===== config.mk =====
export PLATFORM = sky130hd
export DESIGN_NAME = download_ctrl_flat
export DESIGN_NICKNAME = d
export VERILOG_FILES = /design/src/rtl/download_ctrl_pkg.sv /design/src/rtl/download_ctrl_if.sv /design/src/rtl/download_ctrl_key_debounce.sv /design/src/rtl/download_ctrl.sv /design/src/flat_wrapper.sv
export SDC_FILE = /design/constraint.sdc
export NUM_CORES = 1
export LEC_CHECK = 0
export ABC_AREA = 1
export CORE_ASPECT_RATIO = 1.4
export CORE_MARGIN = 2
export CORE_UTILIZATION = 56
export CTS_CLUSTER_SIZE = 14
export DETAILED_ROUTE_END_ITERATION = 8
export PLACE_DENSITY = 0.8
export SYNTH_ARGS = -nofsm -noshare
export SYNTH_HDL_FRONTEND = slang
export SYNTH_SLANG_ARGS = --single-unit

===== constraint.sdc =====
create_clock -name clk -period 2.3 [get_ports clk]
set_clock_uncertainty 0.2 [all_clocks]
set_input_delay 0.23 -clock clk [delete_from_list [all_inputs] [get_ports clk]]
set_output_delay 0.23 -clock clk [all_outputs]
set_load 0.02 [all_outputs]

===== src/rtl/download_ctrl_pkg.sv =====
// Shared FSM encodings, phase lengths and a counter-width helper for the download controller.
// Pure constants and functions; no latency, no flow control.
package download_ctrl_pkg;

    localparam logic [2:0] ST_RUN        = 3'd0;
    localparam logic [2:0] ST_PREP       = 3'd1;
    localparam logic [2:0] ST_LOAD       = 3'd2;
    localparam logic [2:0] ST_DRAIN      = 3'd3;
    localparam logic [2:0] ST_RESET_CORE = 3'd4;

    localparam int PREP_CYC  = 4;
    localparam int DRAIN_CYC = 8;

    // A counter for n distinct values; never narrower than one bit.
    function automatic int cnt_w(input int n);
        return (n > 1) ? $clog2(n) : 1;
    endfunction

endpackage


===== src/rtl/download_ctrl_if.sv =====
// Downloader write port plus core-control/status outputs of the download controller.
// Wires only; writes are strobes with no backpressure.
interface download_ctrl_if;
    logic        mem_wr_en_i;
    logic [31:0] mem_wr_addr_i;
    logic        debug_en_o;
    logic        cpu_halt_o;
    logic        cpu_rst_n_o;
    logic [15:0] word_cnt_o;
    logic        dl_busy_o;
    logic        dl_done_o;
    logic        dl_err_o;

    modport master (
        input  mem_wr_en_i, mem_wr_addr_i,
        output debug_en_o, cpu_halt_o, cpu_rst_n_o, word_cnt_o,
               dl_busy_o, dl_done_o, dl_err_o
    );

    modport slave (
        output mem_wr_en_i, mem_wr_addr_i,
        input  debug_en_o, cpu_halt_o, cpu_rst_n_o, word_cnt_o,
               dl_busy_o, dl_done_o, dl_err_o
    );
endinterface


===== src/rtl/download_ctrl_key_debounce.sv =====
// Synchronises and debounces the active-low key; emits a one-cycle press on the debounced 1->0 edge.
// Latency 2 sync cycles + DEBOUNCE_CYC stable cycles; no backpressure.
module key_debounce
    import download_ctrl_pkg::*;
#(
    parameter int DEBOUNCE_CYC = 1_000_000
) (
    input  logic clk,
    input  logic rst_n,
    input  logic key_n,
    output logic press
);
    localparam int CW = cnt_w(DEBOUNCE_CYC);

    logic          sync_1;
    logic          sync_2;
    logic          level;
    logic [CW-1:0] cnt;

    always_ff @(posedge clk or negedge rst_n) begin
        if (!rst_n) begin
            sync_1 <= 1'b1;
            sync_2 <= 1'b1;
            level  <= 1'b1;
            cnt    <= '0;
            press  <= 1'b0;
        end else begin
            sync_1 <= key_n;
            sync_2 <= sync_1;
            press  <= 1'b0;
            if (sync_2 == level) begin
                cnt <= '0;
            end else if (cnt == CW'(DEBOUNCE_CYC - 1)) begin
                // Accept on the DEBOUNCE_CYC-th consecutive differing sample.
                level <= sync_2;
                cnt   <= '0;
                press <= level;
            end else begin
                cnt <= cnt + 1'b1;
            end
        end
    end
endmodule


===== src/rtl/download_ctrl.sv =====
// Halts and resets the core while the UART downloader fills instruction memory, then restarts it.
// Outputs registered (1 cycle after decision); downloader writes are never stalled, only counted and checked.
module download_ctrl
    import download_ctrl_pkg::*;
#(
    parameter int DEBOUNCE_CYC     = 1_000_000,
    parameter int IDLE_TIMEOUT_CYC = 50_000_000,
    parameter int RST_HOLD_CYC     = 16,
    parameter int MAX_WORDS        = 4096
) (
    input  logic clk,
    input  logic rst_n,
    input  logic key_dl_n,
    download_ctrl_if.master dl
);
    localparam int IW = cnt_w(IDLE_TIMEOUT_CYC);
    localparam int PW = cnt_w((RST_HOLD_CYC > DRAIN_CYC) ? RST_HOLD_CYC : DRAIN_CYC);

    logic [2:0]    state;
    logic [2:0]    state_nxt;
    logic [IW-1:0] idle_tmr;
    logic [PW-1:0] ph_tmr;
    logic          press;
    logic          wr;
    logic          from_dl;
    logic [15:0]   word_cnt;
    logic          err;
    logic          debug_en;
    logic          cpu_halt;
    logic          cpu_rst_n;
    logic          busy;
    logic          done;

    key_debounce #(.DEBOUNCE_CYC(DEBOUNCE_CYC)) u_key (
        .clk   (clk),
        .rst_n (rst_n),
        .key_n (key_dl_n),
        .press (press)
    );

    assign wr = dl.mem_wr_en_i && (state == ST_LOAD || state == ST_DRAIN);

    always_comb begin
        state_nxt = state;
        case (state)
            ST_RUN:        if (press) state_nxt = ST_PREP;
            ST_PREP:       if (ph_tmr == PW'(PREP_CYC - 1)) state_nxt = ST_LOAD;
            ST_LOAD:       if (press || (idle_tmr == IW'(IDLE_TIMEOUT_CYC - 1) && word_cnt != 16'd0))
                               state_nxt = ST_DRAIN;
            ST_DRAIN:      if (ph_tmr == PW'(DRAIN_CYC - 1)) state_nxt = ST_RESET_CORE;
            ST_RESET_CORE: if (ph_tmr == PW'(RST_HOLD_CYC - 1)) state_nxt = ST_RUN;
            default:       state_nxt = ST_RESET_CORE;
        endcase
    end

    always_ff @(posedge clk or negedge rst_n) begin
        if (!rst_n) begin
            state     <= ST_RESET_CORE;
            ph_tmr    <= '0;
            idle_tmr  <= '0;
            from_dl   <= 1'b0;
            word_cnt  <= 16'd0;
            err       <= 1'b0;
            debug_en  <= 1'b0;
            cpu_halt  <= 1'b1;
            cpu_rst_n <= 1'b0;
            busy      <= 1'b1;
            done      <= 1'b0;
        end else begin
            state <= state_nxt;

            if (state_nxt != state) begin
                ph_tmr   <= '0;
                idle_tmr <= '0;
            end else begin
                ph_tmr <= ph_tmr + 1'b1;
                if (wr)
                    idle_tmr <= '0;
                else if (idle_tmr != IW'(IDLE_TIMEOUT_CYC - 1))
                    idle_tmr <= idle_tmr + 1'b1;
            end

            if (state_nxt == ST_PREP && state != ST_PREP) begin
                word_cnt <= 16'd0;
                err      <= 1'b0;
            end else if (wr) begin
                // Capacity overflow and out-of-order addresses both flag the image as bad.
                if (word_cnt == 16'(MAX_WORDS))
                    err <= 1'b1;
                else
                    word_cnt <= word_cnt + 16'd1;
                if (dl.mem_wr_addr_i != {14'd0, word_cnt, 2'b00})
                    err <= 1'b1;
            end

            // Only a restart that followed a real download reports completion.
            if (state == ST_DRAIN && state_nxt == ST_RESET_CORE)
                from_dl <= 1'b1;
            else if (state_nxt == ST_RUN)
                from_dl <= 1'b0;

            done      <= (state == ST_RESET_CORE) && (state_nxt == ST_RUN) && from_dl;
            debug_en  <= (state_nxt == ST_LOAD);
            cpu_halt  <= (state_nxt != ST_RUN);
            cpu_rst_n <= (state_nxt == ST_RUN);
            busy      <= (state_nxt != ST_RUN);
        end
    end

    assign dl.debug_en_o  = debug_en;
    assign dl.cpu_halt_o  = cpu_halt;
    assign dl.cpu_rst_n_o = cpu_rst_n;
    assign dl.word_cnt_o  = word_cnt;
    assign dl.dl_busy_o   = busy;
    assign dl.dl_done_o   = done;
    assign dl.dl_err_o    = err;
endmodule


===== src/flat_wrapper.sv =====
// flat-port wrapper written by rule: the top's interface ports become plain ports
module download_ctrl_flat import download_ctrl_pkg::*;
#(
    parameter int DEBOUNCE_CYC     = 1_000_000,
    parameter int IDLE_TIMEOUT_CYC = 50_000_000,
    parameter int RST_HOLD_CYC     = 16,
    parameter int MAX_WORDS        = 4096
)
  (clk, rst_n, key_dl_n, dl_mem_wr_en_i, dl_mem_wr_addr_i, dl_debug_en_o, dl_cpu_halt_o, dl_cpu_rst_n_o, dl_word_cnt_o, dl_dl_busy_o, dl_dl_done_o, dl_dl_err_o);
  download_ctrl_if dl_i ();
  input  logic clk;
  input  logic rst_n;
  input  logic key_dl_n;
  input wire logic [$bits(dl_i.mem_wr_en_i)-1:0] dl_mem_wr_en_i;
  input wire logic [$bits(dl_i.mem_wr_addr_i)-1:0] dl_mem_wr_addr_i;
  output wire logic [$bits(dl_i.debug_en_o)-1:0] dl_debug_en_o;
  output wire logic [$bits(dl_i.cpu_halt_o)-1:0] dl_cpu_halt_o;
  output wire logic [$bits(dl_i.cpu_rst_n_o)-1:0] dl_cpu_rst_n_o;
  output wire logic [$bits(dl_i.word_cnt_o)-1:0] dl_word_cnt_o;
  output wire logic [$bits(dl_i.dl_busy_o)-1:0] dl_dl_busy_o;
  output wire logic [$bits(dl_i.dl_done_o)-1:0] dl_dl_done_o;
  output wire logic [$bits(dl_i.dl_err_o)-1:0] dl_dl_err_o;
  assign dl_i.mem_wr_en_i = dl_mem_wr_en_i;
  assign dl_i.mem_wr_addr_i = dl_mem_wr_addr_i;
  assign dl_debug_en_o = dl_i.debug_en_o;
  assign dl_cpu_halt_o = dl_i.cpu_halt_o;
  assign dl_cpu_rst_n_o = dl_i.cpu_rst_n_o;
  assign dl_word_cnt_o = dl_i.word_cnt_o;
  assign dl_dl_busy_o = dl_i.dl_busy_o;
  assign dl_dl_done_o = dl_i.dl_done_o;
  assign dl_dl_err_o = dl_i.dl_err_o;
  download_ctrl #(.DEBOUNCE_CYC(DEBOUNCE_CYC), .IDLE_TIMEOUT_CYC(IDLE_TIMEOUT_CYC), .RST_HOLD_CYC(RST_HOLD_CYC), .MAX_WORDS(MAX_WORDS)) u_core (.clk(clk), .rst_n(rst_n), .key_dl_n(key_dl_n), .dl(dl_i));
endmodule

-- Word level (Yosys, flattened, before mapping)
Index checks and enable logic that the tools add are counted.
- output and inout port bits: 22
- input bits: 36
- bits in registers: 79
- word-level logic and storage cells: 81
- equality and inequality tests: 19
- add/sub/neg operators: 4
- reduce and logical (&&, ||, !) cells: 19
- bitwise gates (word level): 1
- multiplexer cells: 23
- operators with widths (operator ; number):
    two-way mux 26 bit ; 3
    two-way mux 16 bit ; 3
    two-way mux 20 bit ; 2
    != test 32 x 18 -> 1 bit ; 1
    adder 26 x 1 -> 26 bit, second input constant ; 1
    equality test 26 bit, second input constant ; 1
    != test 26 bit, second input constant ; 1
    adder 20 x 1 -> 20 bit, second input constant ; 1
    equality test 20 bit, second input constant ; 1
    adder 16 x 1 -> 16 bit, second input constant ; 1
    equality test 16 x 13 -> 1 bit, second input constant ; 1
    nonzero test 16 bit ; 1
    two-way mux 3 bit ; 5
    case mux 3 bit (5 select lines) ; 1
    equality test 3 x 2 -> 1 bit, second input constant ; 3
    nonzero test 3 bit ; 3
    two-way mux 1 bit ; 8
    equality test 3 x 1 -> 1 bit, second input constant ; 2
    equality test 3 bit, second input constant ; 2
    logical AND 1 bit ; 6
    logical NOT 3 bit ; 2
    AND reduction 2 bit ; 3
    adder 4 x 1 -> 4 bit, second input constant ; 1
    equality test 4 x 2 -> 1 bit, second input constant ; 1
    10 further kinds ; 12

-- Logic depth before layout (Yosys ltp)
- depth in word-level cells: 9
- gate-level depth with buffers: 14
- mapped depth without buffers: 13

-- Hierarchy
Synthesis repeated with hierarchy kept, for this count alone.
- cells, all modules: 628
- area, all modules: 4982.3 um2
- by module, submodules not included (module ; times used ; seq. area each (um2) ; area an instance (um2) ; cells an instance):
    download_ctrl ; 1 ; 1378.8 ; 3609.7 ; 460
    key_debounce ; 1 ; 604.3 ; 1372.6 ; 168

-- Least setup slack after synthesis
No wires, ideal clock.
- kind: reg2reg
- start point: reg u_core.word_cnt[11], in the netlist u_core.dl.word_cnt_o[11]
- end point: reg u_core.idle_tmr[8]
- path buffers: 2
- arrival: 1633 ps
- slack: 335 ps
- period minus slack after synthesis: 1965 ps
- data required time: 1968 ps
- cell stages (with the launch flop): 14
- setup time: 132 ps
- cell sequence: dfrtp_1 -> buf_2 -> or2_0 -> nor2_1 -> nand3_1 -> nand3_1 -> nand2_1 -> nand2_2 -> nand2_2 -> nand2_1 -> nand2_1 -> nand2_2 -> buf_6 -> nor2_2
- cells in the longest elaborated chain, start to end: 7
- elaborated cells between the ends (all ways): 8
- those cells by class: 1 x eq/ne; 3 x mux; 4 x reduce/logical
- ends and longest elaborated chain (element ; RTL line ; RTL):
    from (decl) ; download_ctrl.sv:26 ; logic [15:0] word_cnt;
    from (signal assigned) ; download_ctrl.sv:91 ; word_cnt <= word_cnt + 16'd1;
    nonzero test 16 bit * ; download_ctrl.sv:48 ; ST_LOAD: if (press || (idle_tmr == IW'(IDLE_TIMEOUT_CYC - 1) && word_cnt != 16'd0))
    logical AND 1 bit * ; download_ctrl.sv:48 ;
    logical OR 1 bit * ; download_ctrl.sv:48 ;
    two-way mux 3 bit * ; download_ctrl.sv:48 ;
    case mux 3 bit (5 select lines) * ; download_ctrl.sv:45 ; case (state)
    net u_core.state_nxt[0] ; download_ctrl.sv:20 ; logic [2:0] state_nxt;
    != test 3 bit * ; download_ctrl.sv:72 ; if (state_nxt != state) begin
    nonzero test 3 bit (no line) or two-way mux 26 bit (tied branches) ; -- ;
    to (signal assigned) ; download_ctrl.sv:80 ; idle_tmr <= idle_tmr + 1'b1;
    to (decl) ; download_ctrl.sv:21 ; logic [IW-1:0] idle_tmr;
The timed path passes the listed nets; every way through them passes the cells marked *.
A chain may end at the register's enable or synchronous reset.

-- Final worst setup path
- start point: reg u_core.state[2]
- end point: reg u_core.idle_tmr[8]
- elaborated cells between the ends (all ways): 17
- those cells by class: 5 x eq/ne; 8 x mux; 4 x reduce/logical
- RTL lines (element ; RTL line ; RTL):
    from (decl) ; download_ctrl.sv:19 ; logic [2:0] state;
    from (signal assigned) ; download_ctrl.sv:70 ; state <= state_nxt;
    equality test 3 bit, or another cell as far along ; download_ctrl.sv:45 ;
    case mux 3 bit (5 select lines) * ; download_ctrl.sv:45 ;
    net u_core.state_nxt[0] ; download_ctrl.sv:20 ;
    != test 3 bit * ; download_ctrl.sv:72 ;
    nonzero test 3 bit (no line) or two-way mux 26 bit (tied branches) ; -- ;
Marked as above.

==> flow_summary.yaml <==
outcome:
  status: "finished, final reports clean"
worst_setup_path:
  critPathMaxFanout: 15
  crit_start: "u_core.state[2]$_DFF_PN1_"
  path_cells: "inv_2 > nand3_1 > a31oi_1 > nor3_1 > nand2_2 > nand2_1 > nand2_1 > nand2_4 > clkbuf_16 > nor2_2"
  crit_path_end_kind: "flop"
  required_ns: 2.32
  crit_path_frequent_cell: "nand2_1"
  criticalPathCategory: "reg -> reg"
  r2r-end: "u_core.idle_tmr[8]$_DFFE_PN0P_"
  setup.worst_path.start_class: "flop"
  cpMaxStageDelayCell: "dfstp_2"
  rr_worst_depth: 10
  crit_end: "u_core.idle_tmr[8]$_DFFE_PN0P_"
  regToRegSetupSlack_ns: 0.09
  cp.arrival_ns: 2.23
  r2r_start: "u_core.state[2]$_DFF_PN1_"
  cpPeakStageDelay_ns: 0.56
cts:
  cts_buffer_depth: 2
  htreeDepth: 3
  cts.clk_slew.worst_paths_ns: 0.06
  clock-sinks: 79
  cts_made_buffers: 9
  tritoncts: "yes"
  clk_latency_ns: 0.35
  cts_root_buf: "clkbuf_16"
die:
  floorplan.die.height_microns: 113
  io_pins: 58
  dieArea_sq_um: 9180
  core_sq_um: 8150
  rows: 39
  start_util_pct: 57.9
  die_w_microns: 81.6
power_and_ir_drop:
  power_leakage_nw: 2.57
  p_seq_share_pct: 47.7
  p_sw_share_pct: 21.8
  finalPower_mw: 2.94
  clock_power_share_pct: 47.9
  p_int_mw: 2.30
  p_sw_mw: 0.642
  comb_power_share_pct: 4.4
  ir_drop_v: 0.000557
  p_per_area_nw_per_um2: 501
yosys:
  synth_xor_area_share_pct: 6.13
  synthAdderAreaFrac_pct: 1.33
  ys_types: 39
  synth_warnings: 0
  async_flop_share_pct: 100
  synthesis.nets: 664
  synth.area.mux_share_pct: 0.212
  synth_edf_count: 0
  synth-compound-area-share_pct: 5.62
  ys_seq_area_share_pct: 42.1
  avgSynthCellArea_sq_um: 7.57
  synthSimpleGateAreaFrac_pct: 36.4
  mappedNetlistArea_sq_um: 4720
  ys_ff_latch: 79
  synth_top_family_by_area: "simple AND/OR/NAND/NOR gates"
  ys.flop_type: "dfrtp_1"
  synthCells: 623
global_route:
  grt_max_degree: 61
  grt_pass1_wl_microns: 19600
  first_global_vias: 4469
  grt_util_all_layers_pct: 27.5
  antenna_found_initial: 0
  grt_overflow: 0
placed_design:
  io_buffer_count: 57
  gp_congestion: 0.994
  placed_area_sq_um: 5470
  hpwl_microns: 8420
  pre_cts_ws_ns: 0.134
detailed_routing:
  routedWlPerCell_microns: 15.3
  vias_per_cell: 5.70
  dr.pass1.iters: 6
  drc: 0
  wirelength_microns: 12400
  ant_nets: 0
  vias: 4598
  drt_iter0_drc: 291
sta:
  hold_violations: 0
  max_slew.worst_pin.slew_ns: 0.517
  finalSetupTns_ns: 0
  finalCritPeriodShare_pct: 96.0
  fin_ws_ns: 0.0916
  setup_viol: 0
  fmax_ghz: 0.453
  post-route-min-period_ns: 2.21
  worst_slew_margin_rel_pct: 65.2
  hold_slack_ns: 0.0870
  drv_slew: 0
  rsz0062_at_grt: "yes"
cells_and_area:
  mostFrequentLayoutCells: "106 x nand2_1, 82 x inv_1, 81 x nor2_1"
  stdcell_area_sq_um: 5870
  final_common_cell: "nand2_1"
  drive_gt1_share_pct: 14.9
  antenna_cells: 0
  fin_nets: 741
  area_delta_synth_final_pct: 24.5
run:
  maxCapViolCount: 0
min_path:
  holdCritPathClass: "in -> reg"
-- stage by stage --
stage                     util, %  std cells
after floorplan                 -        623
after global placement       67.1        785
after detailed placement     67.1        785
after CTS                    70.9        802
after global routing         72.0        807
final                        72.0        807
-- flip-flops by register name, indices dropped and copies added (netlist names), 3 cells and up --
register and flops:
u_core.dl.word_cnt_o 16, u_core.u_key.cnt 20, u_core.idle_tmr 26, u_core.state 3
u_core.ph_tmr 4
-- metal layers --
layer	routed length, microns	share of wire [%]	vias up	global-route usage [%]
li1	-	-	2164	-
met1	4530	37	2181	30.6
met2	6510	53	207	47.7
met3	762	6.2	46	3.70
met4	578	4.7	0	17.7
met5	0	0	-	0
-- synth_stat cells (5+ instances only) --
library cell | number | share of area [%]
a21oi_1 | 11 | 1.2
nor2_2 | 36 | 4.8
xnor2_1 | 13 | 2.4
nor4_1 | 5 | 0.66
nor2_1 | 83 | 6.6
or2_2 | 9 | 1.2
nor3_2 | 5 | 1.1
dfstp_2 | 5 | 2.8
nand4_1 | 18 | 2.4
ha_1 | 5 | 1.3
inv_1 | 83 | 6.6
nor3_1 | 30 | 3.2
nand2_2 | 5 | 0.66
nand2_1 | 106 | 8.4
xor2_1 | 20 | 3.7
nand3_1 | 57 | 6.0
clkbuf_1 | 5 | 0.40
dfrtp_1 | 74 | 39
o21ai_0 | 21 | 2.2
-- critical path: cells and delay by family, from the launching register on --
kind | cells | cell delay (ns)
AOI/OAI and AO/OA | 1 | 0.08
buffers and inverters | 2 | 0.28
DFF | 1 | 0.56
and+or+nand+nor | 7 | 0.96
-- area by class of cell --
type / instances / area (sq um)
sequential: 79 / 1980
fill: 611 / 2280
multi-input combinational: 448 / 2370
tap: 102 / 128
inverter: 86 / 323
clock inverter: 3 / 25.0
clock buffer: 13 / 270
timing repair buffer: 76 / 773
-- power by group through the flow --
| stage | sequential, mW | clock [mW] | combinational, mW |
|---|---|---|---|
| after floorplan | 1.43 | 0 | 0.0291 |
| after global placement | 1.43 | 0 | 0.128 |
| after detailed placement | 1.43 | 0 | 0.130 |
| after CTS | 1.40 | 1.42 | 0.132 |
| after global routing | 1.40 | 1.47 | 0.146 |
| final | 1.40 | 1.41 | 0.129 |
-- worst min-delay path by stage --
stage                     slack, ns  cells past startpoint      from                              end
after floorplan               -0.27                      0     rst_n  u_core.dl.cpu_rst_n_o$_DFF_PN0_
after global placement        -0.08                      1     rst_n  u_core.dl.cpu_rst_n_o$_DFF_PN0_
after detailed placement      -0.07                      1     rst_n  u_core.dl.cpu_rst_n_o$_DFF_PN0_
after CTS                      0.08                      1  key_dl_n    u_core.u_key.sync_1$_DFF_PN1_
after global routing           0.09                      1  key_dl_n    u_core.u_key.sync_1$_DFF_PN1_
final                          0.09                      1  key_dl_n    u_core.u_key.sync_1$_DFF_PN1_
-- logic make-up after synthesis --
kind of cell / Yosys count
AND/OR/NAND/NOR: 363
adder cells (fa/ha/maj): 5
XOR/XNOR: 33
buffers and inverters: 96
multiplexers: 1
AO/OA/AOI/OAI: 46
flip-flops: 79
-- repair_timing --
item | in CTS | in global routing
endpoints found under the setup margin | 0 | 31
buffers inserted | 0 | 3
hold buffers | 1 | 0
gates resized for setup | 0 | 7
hold endpoints to repair | 78 | 0
No activity file was read; power rests on OpenSTA's default activity.
